$ cat src/rtl/slicer_16_qam_ref.sv
// 16-QAM receive slicer: Gray-coded decisions, per-axis decision error and a
// block-mean estimate of |I| that sets the decision thresholds.
module slicer_16_qam_ref #(
  parameter int unsigned       LOG2_AVG = 10,
  parameter logic signed [17:0] REF_INIT = 18'sd65536
) (
  input  logic               clk,
  input  logic               reset,
  input  logic               clk_en,
  input  logic signed [17:0] sig_inph,
  input  logic signed [17:0] sig_quad,
  input  logic               ref_hold,
  output logic [3:0]         data,
  output logic               data_valid,
  output logic signed [18:0] err_inph,
  output logic signed [18:0] err_quad,
  output logic signed [17:0] ref_level_est,
  output logic               ref_valid
);

  localparam int unsigned ACC_W = 18 + LOG2_AVG;

  // Decide one axis against levels +-r/2 and +-3r/2; returns {symbol, error}.
  function automatic logic [20:0] slice_axis(input logic signed [17:0] x,
                                             input logic signed [17:0] r);
    logic signed [18:0] xs;
    logic signed [18:0] rs;
    logic signed [18:0] hs;
    logic signed [18:0] lvl;
    logic [1:0]         sym;
    xs = {x[17], x};
    rs = {r[17], r};
    hs = {2'b00, r[17:1]};
    if (xs >= rs) begin
      sym = 2'b00;
      lvl = rs + hs;
    end else if (xs >= 19'sd0) begin
      sym = 2'b01;
      lvl = hs;
    end else if (xs >= -rs) begin
      sym = 2'b11;
      lvl = -hs;
    end else begin
      sym = 2'b10;
      lvl = -(rs + hs);
    end
    return {sym, 19'(xs - lvl)};
  endfunction

  logic [3:0]          data_q, data_d;
  logic                data_valid_q, data_valid_d;
  logic signed [18:0]  err_inph_q, err_inph_d;
  logic signed [18:0]  err_quad_q, err_quad_d;
  logic signed [17:0]  ref_q, ref_d;
  logic                ref_valid_q, ref_valid_d;
  logic [ACC_W-1:0]    acc_q, acc_d;
  logic [LOG2_AVG-1:0] cnt_q, cnt_d;

  logic [20:0]      res_i;
  logic [20:0]      res_q;
  logic [17:0]      abs_i;
  logic [ACC_W-1:0] acc_sum;
  logic [17:0]      ref_new;

  always_comb begin
    res_i = slice_axis(sig_inph, ref_q);
    res_q = slice_axis(sig_quad, ref_q);

    // Saturating magnitude so the most negative sample does not wrap.
    if (sig_inph == 18'sh20000) begin
      abs_i = 18'h1FFFF;
    end else if (sig_inph[17]) begin
      abs_i = 18'(-sig_inph);
    end else begin
      abs_i = sig_inph;
    end
    acc_sum = acc_q + ACC_W'(abs_i);
    ref_new = 18'(acc_sum >> LOG2_AVG);

    data_d       = data_q;
    data_valid_d = 1'b0;
    err_inph_d   = err_inph_q;
    err_quad_d   = err_quad_q;
    ref_d        = ref_q;
    ref_valid_d  = 1'b0;
    acc_d        = acc_q;
    cnt_d        = cnt_q;

    if (clk_en) begin
      data_d       = {res_q[20:19], res_i[20:19]};
      err_inph_d   = res_i[18:0];
      err_quad_d   = res_q[18:0];
      data_valid_d = 1'b1;
    end

    if (ref_hold) begin
      acc_d = '0;
      cnt_d = '0;
    end else if (clk_en) begin
      if (cnt_q == '1) begin
        acc_d       = '0;
        cnt_d       = '0;
        ref_valid_d = 1'b1;
        // A zero mean would collapse all thresholds; keep the old level.
        if (ref_new != 18'd0) begin
          ref_d = ref_new;
        end
      end else begin
        acc_d = acc_sum;
        cnt_d = cnt_q + LOG2_AVG'(1);
      end
    end
  end

  always_ff @(posedge clk) begin
    if (reset) begin
      data_q       <= '0;
      data_valid_q <= 1'b0;
      err_inph_q   <= '0;
      err_quad_q   <= '0;
      ref_q        <= REF_INIT;
      ref_valid_q  <= 1'b0;
      acc_q        <= '0;
      cnt_q        <= '0;
    end else begin
      data_q       <= data_d;
      data_valid_q <= data_valid_d;
      err_inph_q   <= err_inph_d;
      err_quad_q   <= err_quad_d;
      ref_q        <= ref_d;
      ref_valid_q  <= ref_valid_d;
      acc_q        <= acc_d;
      cnt_q        <= cnt_d;
    end
  end

  assign data          = data_q;
  assign data_valid    = data_valid_q;
  assign err_inph      = err_inph_q;
  assign err_quad      = err_quad_q;
  assign ref_level_est = ref_q;
  assign ref_valid     = ref_valid_q;

endmodule

$ cat config.mk
export PLATFORM = sky130hd
export DESIGN_NAME = slicer_16_qam_ref
export DESIGN_NICKNAME = d
export VERILOG_FILES = /design/src/rtl/slicer_16_qam_ref.sv
export SDC_FILE = /design/constraint.sdc
export NUM_CORES = 1
export LEC_CHECK = 0
export ABC_AREA = 1
export CAP_MARGIN = 20
export CELL_PAD_IN_SITES_DETAIL_PLACEMENT = 1
export CELL_PAD_IN_SITES_GLOBAL_PLACEMENT = 2
export CORE_ASPECT_RATIO = 0.8
export CORE_MARGIN = 8
export CORE_UTILIZATION = 30
export CTS_CLUSTER_DIAMETER = 40
export DETAILED_ROUTE_END_ITERATION = 10
export PLACE_DENSITY = 0.9
export SYNTH_ARGS = -nofsm -noshare
export SYNTH_HDL_FRONTEND = slang
export SYNTH_SLANG_ARGS = --single-unit
$ cat constraint.sdc
create_clock -name clk -period 4.95 [get_ports clk]
set_clock_uncertainty 0.05 [all_clocks]
set_input_delay 0.495 -clock clk [delete_from_list [all_inputs] [get_ports clk]]
set_output_delay 0.495 -clock clk [all_outputs]
set_load 0.01 [all_outputs]
==> results_dict.tcl, run 1 <==
set metrics [dict create \
    r2r-start "ref_level_est[5]" \
    rsz0062_at_grt "yes" \
    slew_viol_final 0 \
    status "finished with violations" \
    hold_path_depth 2 \
    slew_headroom_pct 48.5 \
    hold_path_class "reg2reg" \
    seq_power_share_pct 28.4 \
    syn_inst 2046 \
    ys_types 57 \
    rr_worst_depth 38 \
    instances_no_fill 3028 \
    worst-path-max-fanout 6 \
    core_area_um2 42000 \
    placed_cell_area_um2 16500 \
    cts_buffers 9 \
    power.density_nw_per_um2 163 \
    routed_wl_um 67400 \
    dpl.cell_count 2937 \
    portBuffers 101 \
    max_freq_mhz 189 \
    clockRootBuffer "clkbuf_16" \
    switching_share_pct 37.8 \
    post-layout-total-power_mw 3.08 \
    start_util_pct 30.4 \
    via_per_inst 5.53 \
    reg2reg_slack_ns -0.34 \
    cts_tree "done" \
    cts_buffer_depth 2 \
    firstDrtPassIters 5 \
    timing_worst_setup_path_type "reg2reg" \
    layout_min_cycle_time_ns 5.29 \
    clock_latency_ns 0.40 \
    die-area_um2 49500 \
    ys_ff_latch 100 \
    crit_slowest_cell "dfxtp_2" \
    endpoint_kind "register" \
    via_count 16757 \
    syn_avg_cell_area_um2 6.25 \
    die_h_um 201 \
    rows 67 \
    setup_violations 17 \
    critPathBufInv 8 \
    route.detailed.drc 0 \
    htree_levels 3 \
    area_growth_syn_to_layout_pct 47.6 \
    clkSinkCount 100 \
    hpwl_um 50400 \
    multi_input_area_um2 10800 \
    synth_fp_nets 2244 \
    fin_util_pct 44.9 \
    die_w_um 247 \
    p_int_mw 1.91 \
    dr.first_iter.drc_count 1687 \
    final.setup.tns_ns -2.80 \
    grt_pass1_vias 16436 \
    grt_start_max_net_pins 62 \
    routedWlPerCell_um 22.3 \
    fin_ws_ns -0.341 \
    switchingPower_mw 1.16 \
    tightestPinTransition_ns 0.767 \
    violations "setup timing" \
    timing.rr.end "err_quad[18]" \
    gp_congestion 1.10 \
    finalInstanceArea_um2 18900 \
    timing.hold.ws_ns 0.429 \
    p_leak_nw 8.95 \
    holdPathEnd "acc_q[5]" \
    clkTransAtPathRegs_ns 0.08 \
    antenna_found_initial 0 \
    yosys_warnings 0 \
    hold_viol_final 0 \
    fillCellCount 5353 \
    p_clk_share_pct 27.2 \
    grt_pass1_wl_um 94400 \
    yosysSeqAreaShare_pct 15.7 \
    finalCritPeriodShare_pct 107 \
    maxCapViolCount 0 \
    worstHoldStart "acc_q[5]" \
    required_ns 5.21 \
    drive_gt1_share_pct 28.6 \
    power_frac_comb_pct 44.4 \
    crit_family "simple AND/OR/NAND/NOR gates" \
    postRouteAntennaNets 0 \
    synth.cell_area_um2 12800 \
    worstSetupStartpointType "register" \
    cp.arrival_ns 5.55 \
    cp_common_cell "nand2_1" \
    max_stage_delay_ns 0.34 \
    pin_count 102 \
    final-seq-area_um2 2010 \
    layout.nets 2669 \
    track_usage_pct 24.1 \
    hold_buffers 0 \
    place_ws_ns -0.642 \
    gr-total-overflow 0 \
    ir_drop_uv 177 \
    diodes 0 \
]
-- worst min-delay path, stage by stage, from the launching register on --
cell     delay [ns]
dfxtp_1        0.32
nand2_1        0.06
a21oi_1        0.05
-- layout by cell type, fill, tap and decap left out, drive strengths merged, types with 12 or more instances in the layout --
master / n
nand3: 129
a31oi: 12
nand2: 484
clkdlybuf4s50: 97
a22oi: 29
nor3: 23
xor2: 80
o211ai: 23
nand3b: 20
or2: 12
a21oi: 197
xnor2: 18
ha: 154
inv: 265
nor2: 235
dfxtp: 100
nor4: 13
buf: 365
nand4: 33
o21ai: 118
-- cell type report --
class | count | share of cell area, %
tap | 552 | 3.66
inverter | 264 | 5.41
clock buffer | 9 | 1.19
clock inverter | 7 | 0.590
sequential | 100 | 10.7
multi-input combinational | 1630 | 57.5
timing repair buffer | 466 | 21.0
-- routing by layer --
metal  wire [µm]  up-vias  track usage [%]
li1            -     7642                -
met1       28700     8101             31.9
met2       29300      790             37.3
met3        5970      224             6.34
met4        3350        0             8.80
met5           0        -                0
-- power by group through the flow --
stage | Sequential (mW) | Combinational (mW) | Clock (mW)
4_1_cts | 0.874 | 1.16 | 0.859
2_1_floorplan | 0.904 | 0.574 | 0
3_3_place_gp | 0.890 | 1.05 | 0
5_1_grt | 0.878 | 1.46 | 0.888
3_5_place_dp | 0.892 | 1.10 | 0
6_report | 0.874 | 1.37 | 0.837
-- kinds of logic after synthesis --
logic type	count (synthesis)	synth area share, %
flip-flops	100	15.7
AO/OA/AOI/OAI	415	19.3
buffers and inverters	316	9.67
adder cells (fa/ha/maj)	158	15.7
AND/OR/NAND/NOR	959	32.9
XOR/XNOR	98	6.72
-- how the worst max path moves through the flow --
stage / cells after the start / slack [ns] / endpoint / startpoint
CTS: 38 / -0.06 / err_quad[18] / ref_level_est[4]
global placement: 37 / -0.44 / err_quad[18] / ref_level_est[4]
floorplan: 37 / 0.07 / err_quad[18] / ref_level_est[3]
finish: 38 / -0.34 / err_quad[18] / ref_level_est[5]
global route: 38 / -0.51 / err_quad[18] / ref_level_est[5]
detailed placement: 37 / -0.64 / err_quad[18] / ref_level_est[4]
-- Yosys cell counts, drive strengths merged --
library cell | instances | area share (%)
o211ai | 23 | 1.9
o311ai | 1 | 0.069
inv | 262 | 7.7
clkinv | 2 | 0.059
or4 | 1 | 0.059
and2 | 6 | 0.31
a21o | 5 | 0.29
ha | 154 | 15
or2 | 12 | 0.59
a31oi | 12 | 0.59
nand3 | 129 | 5.3
o21ai | 118 | 4.7
o2111ai | 2 | 0.14
nor3 | 23 | 0.94
fa | 4 | 0.63
a21oi | 197 | 7.8
o21a | 4 | 0.23
o211a | 1 | 0.078
o22ai | 1 | 0.049
clkbuf | 36 | 1.1
a22oi | 29 | 2.2
nor4 | 13 | 0.64
buf | 16 | 0.84
a21boi | 4 | 0.23
a32oi | 2 | 0.14
nand3b | 20 | 1.2
nand2 | 484 | 15
xor2 | 80 | 5.5
nand4 | 33 | 1.7
nor2 | 235 | 7.4
o31ai | 3 | 0.18
xnor2 | 18 | 1.2
nor3b | 1 | 0.059
a221o | 2 | 0.16
o21bai | 11 | 0.65
dfxtp | 100 | 16
and3 | 2 | 0.098
-- repair_timing --
item,in CTS,in global routing
gates resized for setup,117,230
gates cloned,0,1
pin swaps,60,126
setup buffers,39,39
endpoints found under the setup margin,17,42
-- registers in the layout, indices dropped and copies added (netlist names) --
name           count
acc_q             28
err_inph          19
err_quad          19
ref_level_est     18
cnt_q             10
data               4
data_valid         1
ref_valid          1
Power figures use the tool's default switching activity.
==> run 2: changes to the inputs <==
--- a/config.mk
+++ b/config.mk
@@ -12,9 +12,10 @@
 export CORE_ASPECT_RATIO = 0.8
 export CORE_MARGIN = 8
-export CORE_UTILIZATION = 30
+export CORE_UTILIZATION = 33
 export CTS_CLUSTER_DIAMETER = 40
 export DETAILED_ROUTE_END_ITERATION = 10
-export PLACE_DENSITY = 0.9
+export PLACE_DENSITY = 0.94
 export SYNTH_ARGS = -nofsm -noshare
 export SYNTH_HDL_FRONTEND = slang
 export SYNTH_SLANG_ARGS = --single-unit
+export TNS_END_PERCENT = 1
==> constraint.sdc (replaced) <==
create_clock -name clk -period 5.14 [get_ports clk]
set_clock_uncertainty 0.05 [all_clocks]
set_input_delay 1.028 -clock clk [delete_from_list [all_inputs] [get_ports clk]]
set_output_delay 1.028 -clock clk [all_outputs]
set_load 0.01 [all_outputs]
==> results_dict.tcl, run 2 (synthesis results as in run 1) <==
set metrics [dict create \
    cp.depth 26 \
    largest_register "acc_q" \
    route.detailed.drc 0 \
    slew_headroom_pct 23.1 \
    max_stage_delay_ns 0.54 \
    postRouteAntennaNets 0 \
    firstDrtPassIters 6 \
    required_ns 5.38 \
    area_growth_syn_to_layout_pct 49.9 \
    cp_common_cell "nand2_1" \
    routedWlPerCell_um 24.4 \
    via_count 17951 \
    hpwl_um 50200 \
    grt_pass1_vias 17381 \
    gr-total-overflow 0 \
    largest_register_ffs 28 \
    clockRootBuffer "clkbuf_16" \
    htree_levels 3 \
    portBuffers 101 \
    drive_gt1_share_pct 30.1 \
    layout_min_cycle_time_ns 5.69 \
    fin_util_pct 50.1 \
    rsz0062_at_grt "yes" \
    setup_violations 32 \
    pin_count 102 \
    cts_buffers 9 \
    crit_family "simple AND/OR/NAND/NOR gates" \
    final_common_cell "nand2_1" \
    cts_buffer_depth 2 \
    crit_slowest_cell "clkdlybuf4s50_1" \
    fillCellCount 4901 \
    track_usage_pct 27.0 \
    layout_common_cells "nand2_1, buf_4, inv_1, nor2_1, a21oi_1" \
    worst-path-max-fanout 11 \
    die-area_um2 45300 \
    clock_latency_ns 0.39 \
    dr.first_iter.drc_count 1766 \
    start_util_pct 33.5 \
    p_leak_nw 9.35 \
    hold_buffers 0 \
    clkSinkCount 100 \
    core_area_um2 38200 \
    clkTransAtPathRegs_ns 0.08 \
    fin_ws_ns -0.550 \
    via_per_inst 5.89 \
    timing_worst_setup_path_type "in2reg" \
    cp.arrival_ns 5.93 \
    diodes 0 \
    hold_viol_final 0 \
    hold_path_depth 2 \
    slew_viol_final 0 \
    finalCritPeriodShare_pct 111 \
    maxCapViolCount 0 \
    hold_path_class "reg2reg" \
    die_h_um 192 \
    grt_start_max_net_pins 59 \
    violations "setup timing" \
    critPathBufInv 8 \
    antenna_found_initial 0 \
    status "finished with violations" \
    max_freq_mhz 176 \
    power.density_nw_per_um2 156 \
    worstSetupStartpointType "primary input" \
    rows 64 \
    routed_wl_um 74500 \
    endpoint_kind "register" \
    tightestPinTransition_ns 1.15 \
    ir_drop_uv 168 \
    timing.hold.ws_ns 0.417 \
    layout.nets 2744 \
    grt_pass1_wl_um 97000 \
    gp_congestion 1.06 \
    die_w_um 236 \
    rr_worst_depth 32 \
    cts_tree "done" \
]
[run 2: routing by layer]
metal	up-vias	wire (µm)	global-route usage [%]
li1	7799	-	-
met4	0	4860	10.7
met2	1136	32300	43.1
met5	-	0	0
met1	8620	29400	35.5
met3	396	7910	5.31
[run 2: through the flow]
stage	std cells	setup TNS (ns)	total power, mW	area, µm²	worst slack [ns]
floorplan	2046	0	1.42	12800	0.0897
global placement	2982	-13.47	1.97	17100	-0.785
detailed placement	2983	-23.37	2.03	17100	-0.856
CTS	3013	-0.00878	2.79	17900	-0.00878
global route	3046	-14.08	3.09	19200	-0.663
finish	3046	-7.84	2.98	19200	-0.550
[run 2: timing repair]
| item | 4_1_cts | 5_1_grt |
|---|---|---|
| pin swaps | 26 | 111 |
| setup endpoints to repair | 37 | 42 |
| gates cloned | 2 | 2 |
| setup buffers | 12 | 33 |
| gates resized for setup | 102 | 229 |
[run 2: layout make-up]
type	instances	area [µm²]	area share, %
inverters	264	1010	5.28
flip-flops and latches	100	2010	10.5
repair buffers	539	4400	23.0
well taps	495	619	3.23
clock buffers	9	225	1.18
clock inverters	7	72.6	0.379
multi-input cells	1632	10800	56.4
[run 2: worst paths after layout]
kind              slack [ns]             start      endpoint
setup / recovery       -0.55      sig_inph[17]  err_inph[18]
hold / removal          0.42          cnt_q[7]      cnt_q[7]
setup reg to reg       -0.48  ref_level_est[2]  err_inph[18]
hold reg to reg         0.42          cnt_q[7]      cnt_q[7]
[run 2: tightest hold or removal path, cell delays in order (launching register included)]
cell	delay [ns]
dfxtp_1	0.32
inv_1	0.05
a21oi_1	0.05
[run 2: power by group]
part | internal [mW] | total (mW) | switching, mW
clock network | 0.342 | 0.723 | 0.381
registers | 0.816 | 0.842 | 0.0253
logic | 0.634 | 1.42 | 0.784
total | 1.79 | 2.98 | 1.19
